<file path="src/rtl/uart_pkg.sv">
`timescale 1ns/1ps
`default_nettype none
// ============================================================================
// Module      : uart_pkg
// Description : Shared UART frame constants and receiver state encoding.
// Revision    : 1.0 - initial release
// ============================================================================
package uart_pkg;

    // start + data + parity + stop, identical framing on both directions
    localparam int FRAME_BITS         = 11;
    localparam bit PARITY_EVEN        = 1'b1;
    localparam int DEFAULT_OVERSAMPLE = 16;
    localparam int DEFAULT_DATA_BITS  = 8;

    typedef enum logic [2:0] {
        IDLE      = 3'd0,
        START     = 3'd1,
        DATA      = 3'd2,
        PARITY    = 3'd3,
        STOP      = 3'd4,
        WAIT_IDLE = 3'd5
    } uart_state_t;

endpackage : uart_pkg
`default_nettype wire

</file>
<file path="src/rtl/uart_sync2.sv">
`timescale 1ns/1ps
`default_nettype none
// ============================================================================
// Module      : uart_sync2
// Description : Two-flop synchronizer for a single asynchronous input.
// Revision    : 1.0 - initial release
// ============================================================================
module uart_sync2 #(
    parameter bit RESET_VAL = 1'b1
) (
    input  logic clk,
    input  logic rst,
    input  logic i_d,
    output logic o_q
);

    logic r_meta;
    logic r_sync;

    always_ff @(posedge clk) begin
        if (rst) begin
            r_meta <= RESET_VAL;
            r_sync <= RESET_VAL;
        end else begin
            r_meta <= i_d;
            r_sync <= r_meta;
        end
    end

    assign o_q = r_sync;

endmodule : uart_sync2
`default_nettype wire

</file>
<file path="src/rtl/uart_receiver.sv">
`timescale 1ns/1ps
`default_nettype none
// ============================================================================
// Module      : uart_receiver
// Description : Oversampled UART receive stage, start/8N data/even parity/stop.
// Revision    : 1.0 - initial release
// ============================================================================
module uart_receiver
    import uart_pkg::*;
#(
    parameter int OVERSAMPLE = DEFAULT_OVERSAMPLE,
    parameter int DATA_BITS  = DEFAULT_DATA_BITS
) (
    input  logic                 clk,
    input  logic                 reset,
    input  logic                 inrx,
    input  logic                 rx,
    output logic [DATA_BITS-1:0] data_out,
    output logic                 rx_valid,
    output logic                 parity_err,
    output logic                 frame_err,
    output logic                 busy
);

    localparam int c_tick_w = $clog2(OVERSAMPLE);
    localparam int c_bit_w  = $clog2(DATA_BITS + 1);
    localparam logic [c_tick_w-1:0] c_tick_half = c_tick_w'(OVERSAMPLE / 2 - 1);
    localparam logic [c_tick_w-1:0] c_tick_last = c_tick_w'(OVERSAMPLE - 1);
    localparam logic [c_bit_w-1:0]  c_bit_last  = c_bit_w'(DATA_BITS - 1);

    uart_state_t            r_state;
    uart_state_t            w_state_nxt;
    logic [c_tick_w-1:0]    r_tick_cnt;
    logic [c_tick_w-1:0]    w_tick_nxt;
    logic [c_bit_w-1:0]     r_bit_cnt;
    logic [c_bit_w-1:0]     w_bit_nxt;
    logic [DATA_BITS-1:0]   r_shift;
    logic [DATA_BITS-1:0]   w_shift_nxt;
    logic                   r_par_bit;
    logic                   w_par_nxt;
    logic                   w_frame_done;
    logic                   w_tick_wrap;
    logic                   w_rx_s;

    logic [DATA_BITS-1:0]   r_data_out;
    logic                   r_rx_valid;
    logic                   r_parity_err;
    logic                   r_frame_err;

    uart_sync2 #(
        .RESET_VAL (1'b1)
    ) u_rx_sync (
        .clk (clk),
        .rst (reset),
        .i_d (rx),
        .o_q (w_rx_s)
    );

    // Explicit wrap keeps bit timing exact for non-power-of-two oversampling
    assign w_tick_wrap = (r_tick_cnt == c_tick_last);

    always_ff @(posedge clk) begin
        if (reset) begin
            r_state <= IDLE;
        end else begin
            r_state <= w_state_nxt;
        end
    end

    always_comb begin
        w_state_nxt  = r_state;
        w_tick_nxt   = r_tick_cnt;
        w_bit_nxt    = r_bit_cnt;
        w_shift_nxt  = r_shift;
        w_par_nxt    = r_par_bit;
        w_frame_done = 1'b0;

        if (inrx) begin
            case (r_state)
                IDLE: begin
                    if (!w_rx_s) begin
                        w_state_nxt = START;
                        w_tick_nxt  = '0;
                    end
                end
                START: begin
                    if (r_tick_cnt == c_tick_half) begin
                        w_tick_nxt = '0;
                        if (!w_rx_s) begin
                            w_bit_nxt   = '0;
                            w_state_nxt = DATA;
                        end else begin
                            w_state_nxt = IDLE;
                        end
                    end else begin
                        w_tick_nxt = r_tick_cnt + 1'b1;
                    end
                end
                DATA: begin
                    w_tick_nxt = w_tick_wrap ? '0 : r_tick_cnt + 1'b1;
                    if (w_tick_wrap) begin
                        // LSB arrives first, so filling from the MSB side leaves it at bit 0
                        w_shift_nxt = {w_rx_s, r_shift[DATA_BITS-1:1]};
                        w_bit_nxt   = r_bit_cnt + 1'b1;
                        if (r_bit_cnt == c_bit_last) begin
                            w_state_nxt = PARITY;
                        end
                    end
                end
                PARITY: begin
                    w_tick_nxt = w_tick_wrap ? '0 : r_tick_cnt + 1'b1;
                    if (w_tick_wrap) begin
                        w_par_nxt   = w_rx_s;
                        w_state_nxt = STOP;
                    end
                end
                STOP: begin
                    w_tick_nxt = w_tick_wrap ? '0 : r_tick_cnt + 1'b1;
                    if (w_tick_wrap) begin
                        w_frame_done = 1'b1;
                        w_state_nxt  = w_rx_s ? IDLE : WAIT_IDLE;
                    end
                end
                WAIT_IDLE: begin
                    if (w_rx_s) begin
                        w_state_nxt = IDLE;
                    end
                end
                default: begin
                    w_state_nxt = IDLE;
                end
            endcase
        end
    end

    always_ff @(posedge clk) begin
        if (reset) begin
            r_tick_cnt   <= '0;
            r_bit_cnt    <= '0;
            r_shift      <= '0;
            r_par_bit    <= 1'b0;
            r_data_out   <= '0;
            r_rx_valid   <= 1'b0;
            r_parity_err <= 1'b0;
            r_frame_err  <= 1'b0;
        end else begin
            r_tick_cnt <= w_tick_nxt;
            r_bit_cnt  <= w_bit_nxt;
            r_shift    <= w_shift_nxt;
            r_par_bit  <= w_par_nxt;
            r_rx_valid <= w_frame_done;
            if (w_frame_done) begin
                r_data_out   <= r_shift;
                r_parity_err <= ^r_shift ^ r_par_bit ^ ~PARITY_EVEN;
                r_frame_err  <= ~w_rx_s;
            end
        end
    end

    assign data_out   = r_data_out;
    assign rx_valid   = r_rx_valid;
    assign parity_err = r_parity_err;
    assign frame_err  = r_frame_err;
    assign busy       = (r_state != IDLE);

endmodule : uart_receiver
`default_nettype wire

</file>
<file path="config.mk">
export PLATFORM = sky130hd
export DESIGN_NAME = uart_receiver
export DESIGN_NICKNAME = d
export VERILOG_FILES = /design/src/rtl/uart_pkg.sv /design/src/rtl/uart_sync2.sv /design/src/rtl/uart_receiver.sv
export SDC_FILE = /design/constraint.sdc
export NUM_CORES = 1
export LEC_CHECK = 0
export CORE_ASPECT_RATIO = 0.6
export CORE_MARGIN = 5
export CORE_UTILIZATION = 44
export CTS_CLUSTER_SIZE = 24
export DETAILED_ROUTE_END_ITERATION = 10
export HOLD_SLACK_MARGIN = 0.15
export PLACE_DENSITY = 0.63
export SYNTH_ARGS = -nofsm -noshare
export SYNTH_HDL_FRONTEND = slang
export SYNTH_HIERARCHICAL = 1
export SYNTH_SLANG_ARGS = --single-unit
</file>
<file path="constraint.sdc">
create_clock -name clk -period 2.84 [get_ports clk]
set_clock_uncertainty 0.1 [all_clocks]
set_input_delay 0.426 -clock clk [delete_from_list [all_inputs] [get_ports clk]]
set_output_delay 0.426 -clock clk [all_outputs]
set_load 0.01 [all_outputs]
</file>
==> qor.yml, run 1 <==
global_routing:
  grt_max_degree: 27
  grt.total_usage: 0.1590
  grt_pass1_wl_mm: 6.230
  antenna_found_initial: 0
  overflow: 0
  grt_pass1_vias: 1319
setup_path:
  reg2reg_depth: 4
  worstSetupPathType: "reg -> reg"
  max_stage_delay_ps: 620
  start_kind: "register"
  cp.required_ps: 2900
  timing.rr.start: "r_state[1]"
  crit_arrival_ps: 2280
  cpMaxStageDelayCell: "dfxtp_1"
  regToRegSetupSlack_ps: 620
  endpoint_kind: "register"
  path_cells: "or3b_1 > a31oi_1 > nor4b_1 > mux2i_1"
  worstPathMaxFanout: 16
  timing.rr.end: "r_bit_cnt[2]"
sta:
  fmax_ghz: 0.4506
  hold_violations: 0
  finalMaxSlewViolations: 0
  finalSetupViolations: 0
  tightestPinTransition_ps: 859.7
  fin_ws_ps: 620.7
  period_needed_ps: 2219
  finalSetupTns_ps: 0
  slew_headroom: 0.4257
  rsz0062_at_grt: "false"
  worst_hold_slack_ps: 318.6
  period_share: 0.7815
placement:
  port_buffers: 15
  gp_congestion: 0.7955
  pre_cts_ws_ps: 601.5
  hpwlAfterDp_mm: 2.568
  dp_cells: 243
yosys:
  synth-seq-area-share: 0.3997
  synth_edf_count: 0
  yosys_register_bits: 33
  avgSynthCellArea_sq_um: 8.654
  async_flop_share: 0
  synth.net_count: 197
  netlist.area_leader.share: 0.3997
  synthTopCellsByCount: "33 x dfxtp_1, 27 x nand2_1, 24 x a21oi_1, 11 x o21ai_0, 10 x nor2_1"
  synth_flop_cell: "dfxtp_1"
  synth_cell_types: 50
  netlist_area_sq_um: 1653
  yosysMostFrequentCell: "dfxtp_1"
  synth_warnings: 6
  syn_inst: 191
  synth_top_cell_by_area: "dfxtp_1"
  ys_top_cells_by_area: "dfxtp_1 40%, a21oi_1 7.3%, nand2_1 6.1%"
drt:
  ant_nets: 0
  via_count: 1410
  drc_errors: 0
  via_per_inst: 5.618
  first_pass_iters: 4
  avgRoutedWirePerCell_um: 14.63
  routed_wl_mm: 3.673
  dr.first_iter.drc_count: 51
clock_tree:
  cts_root_buf: "clkbuf_8"
  clock_path_buffers: 2
  cts_tree: "built"
  cts_resized: 0
  numCtsBuffers: 5
  post-cts-setup-buffer-count: 0
  cts_sinks: 33
  clock_latency_ps: 280
  htreeDepth: 2
  clkSlewWorstSetupHoldPaths_ps: 70
  hold_buffers: 0
floorplan:
  die_w_um: 89.13
  num_rows: 17
  core_sq_um: 3637
  pin_count: 16
  die_y_um: 57.48
  initial_core_util: 0.4544
  die-area_sq_um: 5122
layout:
  nNetsFinal: 209
  drive_above_1_share: 0.1029
  n_antenna_cell: 0
  syn_to_final_growth_pct: 14.53
  final_cells: 251
outcome:
  status: "finished clean"
min_path:
  min_from: "u_rx_sync/r_meta"
  hold_class: "reg -> reg"
  whs_endpoint: "u_rx_sync/o_q"
  holdPathStages: 1
pwr:
  p_per_area_nw_per_um2: 453.0
  leakage_nw: 0.6495
  ir_worst_vdd_uv: 254.9
run:
  cap_violations: 0
==> cells in the final DEF (no fill, tap or decap), types with 3 or more instances in the layout <==
cell and n:
a21oi_1 24, buf_4 3, clkbuf_8 5, clkdlybuf4s50_1 15, dfxtp_1 33, mux2i_1 3
nand2_1 27, nand3_1 4, nor2_1 10, nor3_1 3, o21ai_0 11, o311ai_0 3
o31ai_1 6, or3b_2 3, xnor2_1 4
==> final cells by class <==
type	instances	area, sq um
fill	313	1744
inverter	2	7.507
clock buffer	6	72.57
multi-input combinational	143	910.9
timing repair buffer	18	172.7
sequential	33	660.6
tap	47	58.81
clock inverter	2	10.01
==> through the flow <==
| step | instance area [sq um] | util | total power, mW |
|---|---|---|---|
| after global placement | 1810 | 0.4978 | 0.5270 |
| after floorplan | 1653 | - | 0.5149 |
| after global routing | 1893 | 0.5205 | 0.9080 |
| final | 1893 | 0.5205 | 0.8575 |
| after CTS | 1893 | 0.5205 | 0.8679 |
| after detailed placement | 1810 | 0.4978 | 0.5290 |
==> kinds of logic after synthesis <==
kind of cell / share of synthesized area
and+or+nand+nor: 0.2589
buffers and inverters: 0.04921
DFF: 0.3997
adders and majority gates: 0.01514
xor gates and xnor gates: 0.05374
AOI/OAI and AO/OA: 0.2052
muxes: 0.01817
==> flip-flops by register name, summed over array words and instances (netlist names), 3 cells and up <==
register,flops
data_out,8
r_shift,8
r_bit_cnt,4
r_tick_cnt,4
r_state,3
==> per-layer routing <==
layer	GRT usage	share of wire
met1	0.2282	0.53
met2	0.2214	0.42
met3	0.05628	0.053
met4	0.04883	0.0019
met5	0	0
==> report_power, final <==
part / total [mW] / switching (mW) / internal [mW]
clock: 0.338 / 0.169 / 0.170
sequential: 0.472 / 0.00627 / 0.466
combinational: 0.0470 / 0.0270 / 0.0200
total: 0.858 / 0.202 / 0.656
==> critical path: cells and delay by family, from the launching register on <==
family          cells  cell delay (ps)
compound gates      1              490
flops               1              620
mux                 1              160
simple gates        2              720
==> worst max-delay path by stage <==
stage	slack, ps	startpoint	to	cells past startpoint
2_1_floorplan	1150	r_tick_cnt[0]	r_state[2]	6
4_1_cts	660	r_state[0]	busy	3
5_1_grt	460	r_state[1]	r_bit_cnt[3]	4
3_5_place_dp	600	inrx	frame_err	6
6_report	620	r_state[1]	r_bit_cnt[2]	4
3_3_place_gp	610	inrx	frame_err	6
Power figures use the tool's default switching activity.
==> inputs of run 2 (changes only) <==
==> constraint.sdc (replaced) <==
create_clock -name clk -period 2.3 [get_ports clk]
set_clock_uncertainty 0.1 [all_clocks]
set_input_delay 0.345 -clock clk [delete_from_list [all_inputs] [get_ports clk]]
set_output_delay 0.345 -clock clk [all_outputs]
set_load 0.01 [all_outputs]
==> run 2 against run 1 <==
Against the previous run: clock power up 39%; critical path type is now reg -> out; combinational power is 34% higher; register-to-register slack worse by 410 ps; global-route usage fell by 0.33 points; largest cell class unchanged; via count is 1.6% higher; non-clock buffer count rose by 3; clock-buffer cell count increased by 1; first-iteration DRC count rose by 24%; core utilization grew 1.5 points; die area unchanged.
==> qor.yml, run 2 (synthesized netlist as in run 1, its figures left out) <==
outcome:
  status: "finished clean"
clock_tree:
  cts_tree: "built"
  hold_buffers: 0  # unchanged
  cts_sinks: 33  # unchanged
  cts_root_buf: "clkbuf_8"
  post-cts-setup-buffer-count: 0  # unchanged
  clock_latency_ps: 280  # about the same
  htreeDepth: 2  # unchanged
  clock_path_buffers: 2  # unchanged
  numCtsBuffers: 5  # unchanged
  clkSlewWorstSetupHoldPaths_ps: 60  # about the same
  cts_resized: 0  # unchanged
pwr:
  intPower_mw: 0.8744  # +33%
  p_clk_frac: 0.422  # +0.028
  p_seq_frac: 0.522  # -0.029
  comb_power_share: 0.056  # about the same
  ir_worst_vdd_uv: 324.9  # +27%
  leakage_nw: 0.6791  # +4.6%
  p_per_area_nw_per_um2: 573.8  # +27%
  switching_share: 0.2173  # -0.01812
  power_switching_mw: 0.2427  # +20%
sta:
  hold_violations: 0  # unchanged
  fmax_ghz: 0.4784
  finalMaxSlewViolations: 0  # unchanged
  rsz0062_at_grt: "false"
  tightestPinTransition_ps: 855.9  # -3.842 ps
  slew_headroom: 0.4282  # +0.002567
  finalSetupViolations: 0  # unchanged
  period_share: 0.9088
  period_needed_ps: 2090
  finalSetupTns_ps: 0  # unchanged
  worst_hold_slack_ps: 324.3  # +5.709 ps
setup_path:
  start_kind: "register"
  endpoint_kind: "output port"
  cp.buffers_inverters: 2  # +2
  path_cells: "nor3_1 > inv_1 > clkdlybuf4s50_1"
  path_delay_family: "flip-flops"
  crit_arrival_ps: 1650  # -630 ps
  max_stage_delay_ps: 610  # about the same
  cpMaxStageDelayCell: "dfxtp_1"
  worstSetupPathType: "reg -> out"
  worstPathMaxFanout: 16  # unchanged
  cp.required_ps: 1860  # -1040 ps
drt:
  first_pass_iters: 4  # unchanged
  dr.first_iter.drc_count: 63  # +24%
  via_per_inst: 5.638  # +0.36%
  ant_nets: 0  # unchanged
  routed_wl_mm: 3.688  # +0.41%
  drc_errors: 0  # unchanged
  via_count: 1432  # +1.6%
  avgRoutedWirePerCell_um: 14.52  # -0.78%
global_routing:
  grt_max_degree: 23  # -15%
  grt_pass1_wl_mm: 6.230  # unchanged
  antenna_found_initial: 0  # unchanged
  grt_pass1_vias: 1365  # +3.5%
  grt.total_usage: 0.1557  # -0.003316
  overflow: 0  # unchanged
layout:
  final_common_cell: "dfxtp_1"
  drive_above_1_share: 0.1208  # +0.01783
  nNetsFinal: 212  # +1.4%
  syn_to_final_growth_pct: 17.79
  finish.utilization: 0.5353  # +0.01479
  fillers: 324  # +3.5%
  design_area_sq_um: 1947  # +2.8%
  layout_common_cells: "33 x dfxtp_1, 27 x nand2_1, 24 x a21oi_1"
  n_antenna_cell: 0  # unchanged
floorplan:
  core_sq_um: 3637  # unchanged
  pin_count: 16  # unchanged
  initial_core_util: 0.4544  # unchanged
  die_y_um: 57.48  # unchanged
  num_rows: 17  # unchanged
  die-area_sq_um: 5122  # unchanged
  die_w_um: 89.13  # unchanged
placement:
  place_area_sq_um: 1846  # +1.9%
  gp_congestion: 0.7928  # -0.34%
  hpwlAfterDp_mm: 2.690  # +4.7%
  port_buffers: 15  # unchanged
run:
  cap_violations: 0  # unchanged
min_path:
  hold_class: "reg -> reg"
==> run 2: cell types whose count changed in the layout (fill, tap and decap cells not counted) <==
cell	before	now
clkbuf_1	1	0
clkbuf_8	5	7
buf_4	3	5
buf_12	0	1
clkinv_2	2	1
==> run 2: area by class of cell <==
class / instances / area, sq um / area share
clock buffer: 7 / 96.34 / 0.04949
clock inverter: 1 / 5.005 / 0.002571
inverter: 2 / 7.507 / 0.003856
multi-input combinational: 143 / 910.9 / 0.4679
sequential: 33 / 660.6 / 0.3393
tap: 47 / 58.81 / 0.03021
timing repair buffer: 21 / 207.7 / 0.1067
==> run 2: power groups by stage <==
stage	Sequential, mW	Combinational, mW	Clock, mW
6_report	0.583	0.0629	0.471
2_1_floorplan	0.591	0.0453	0
3_5_place_dp	0.596	0.0625	0
3_3_place_gp	0.595	0.0605	0
5_1_grt	0.583	0.0684	0.511
4_1_cts	0.583	0.0630	0.487
==> run 2: stage by stage <==
stage / setup WS (ps) / total power, mW / instances
4_1_cts: 198.0 / 1.133 / 254
3_3_place_gp: 223.0 / 0.6559 / 246
5_1_grt: 23.70 / 1.163 / 254
2_1_floorplan: 610.8 / 0.6358 / 191
3_5_place_dp: 163.3 / 0.6585 / 246
6_report: 209.7 / 1.117 / 254
==> run 2: worst paths after layout <==
check | endpoint | slack, ps | startpoint | cells after the start
setup / recovery | busy | 210 | r_state[0] | 3
hold / removal | u_rx_sync/o_q | 320 | u_rx_sync/r_meta | 1
setup reg to reg | r_state[0] | 210 | r_state[0] | 4
hold reg to reg | u_rx_sync/o_q | 320 | u_rx_sync/r_meta | 1
==> run 2: layer usage <==
metal,wire length (um),GRT usage
met1,1854,0.2202
met2,1562,0.2183
met3,257,0.05339
met4,12,0.05520
met5,0,0
==> run 2: worst register-to-register path, cell delays in order (launching register included) <==
cell and delay, ps:
dfxtp_1 610, or3b_1 450, o221a_2 290, or4b_1 430
a21oi_1 130
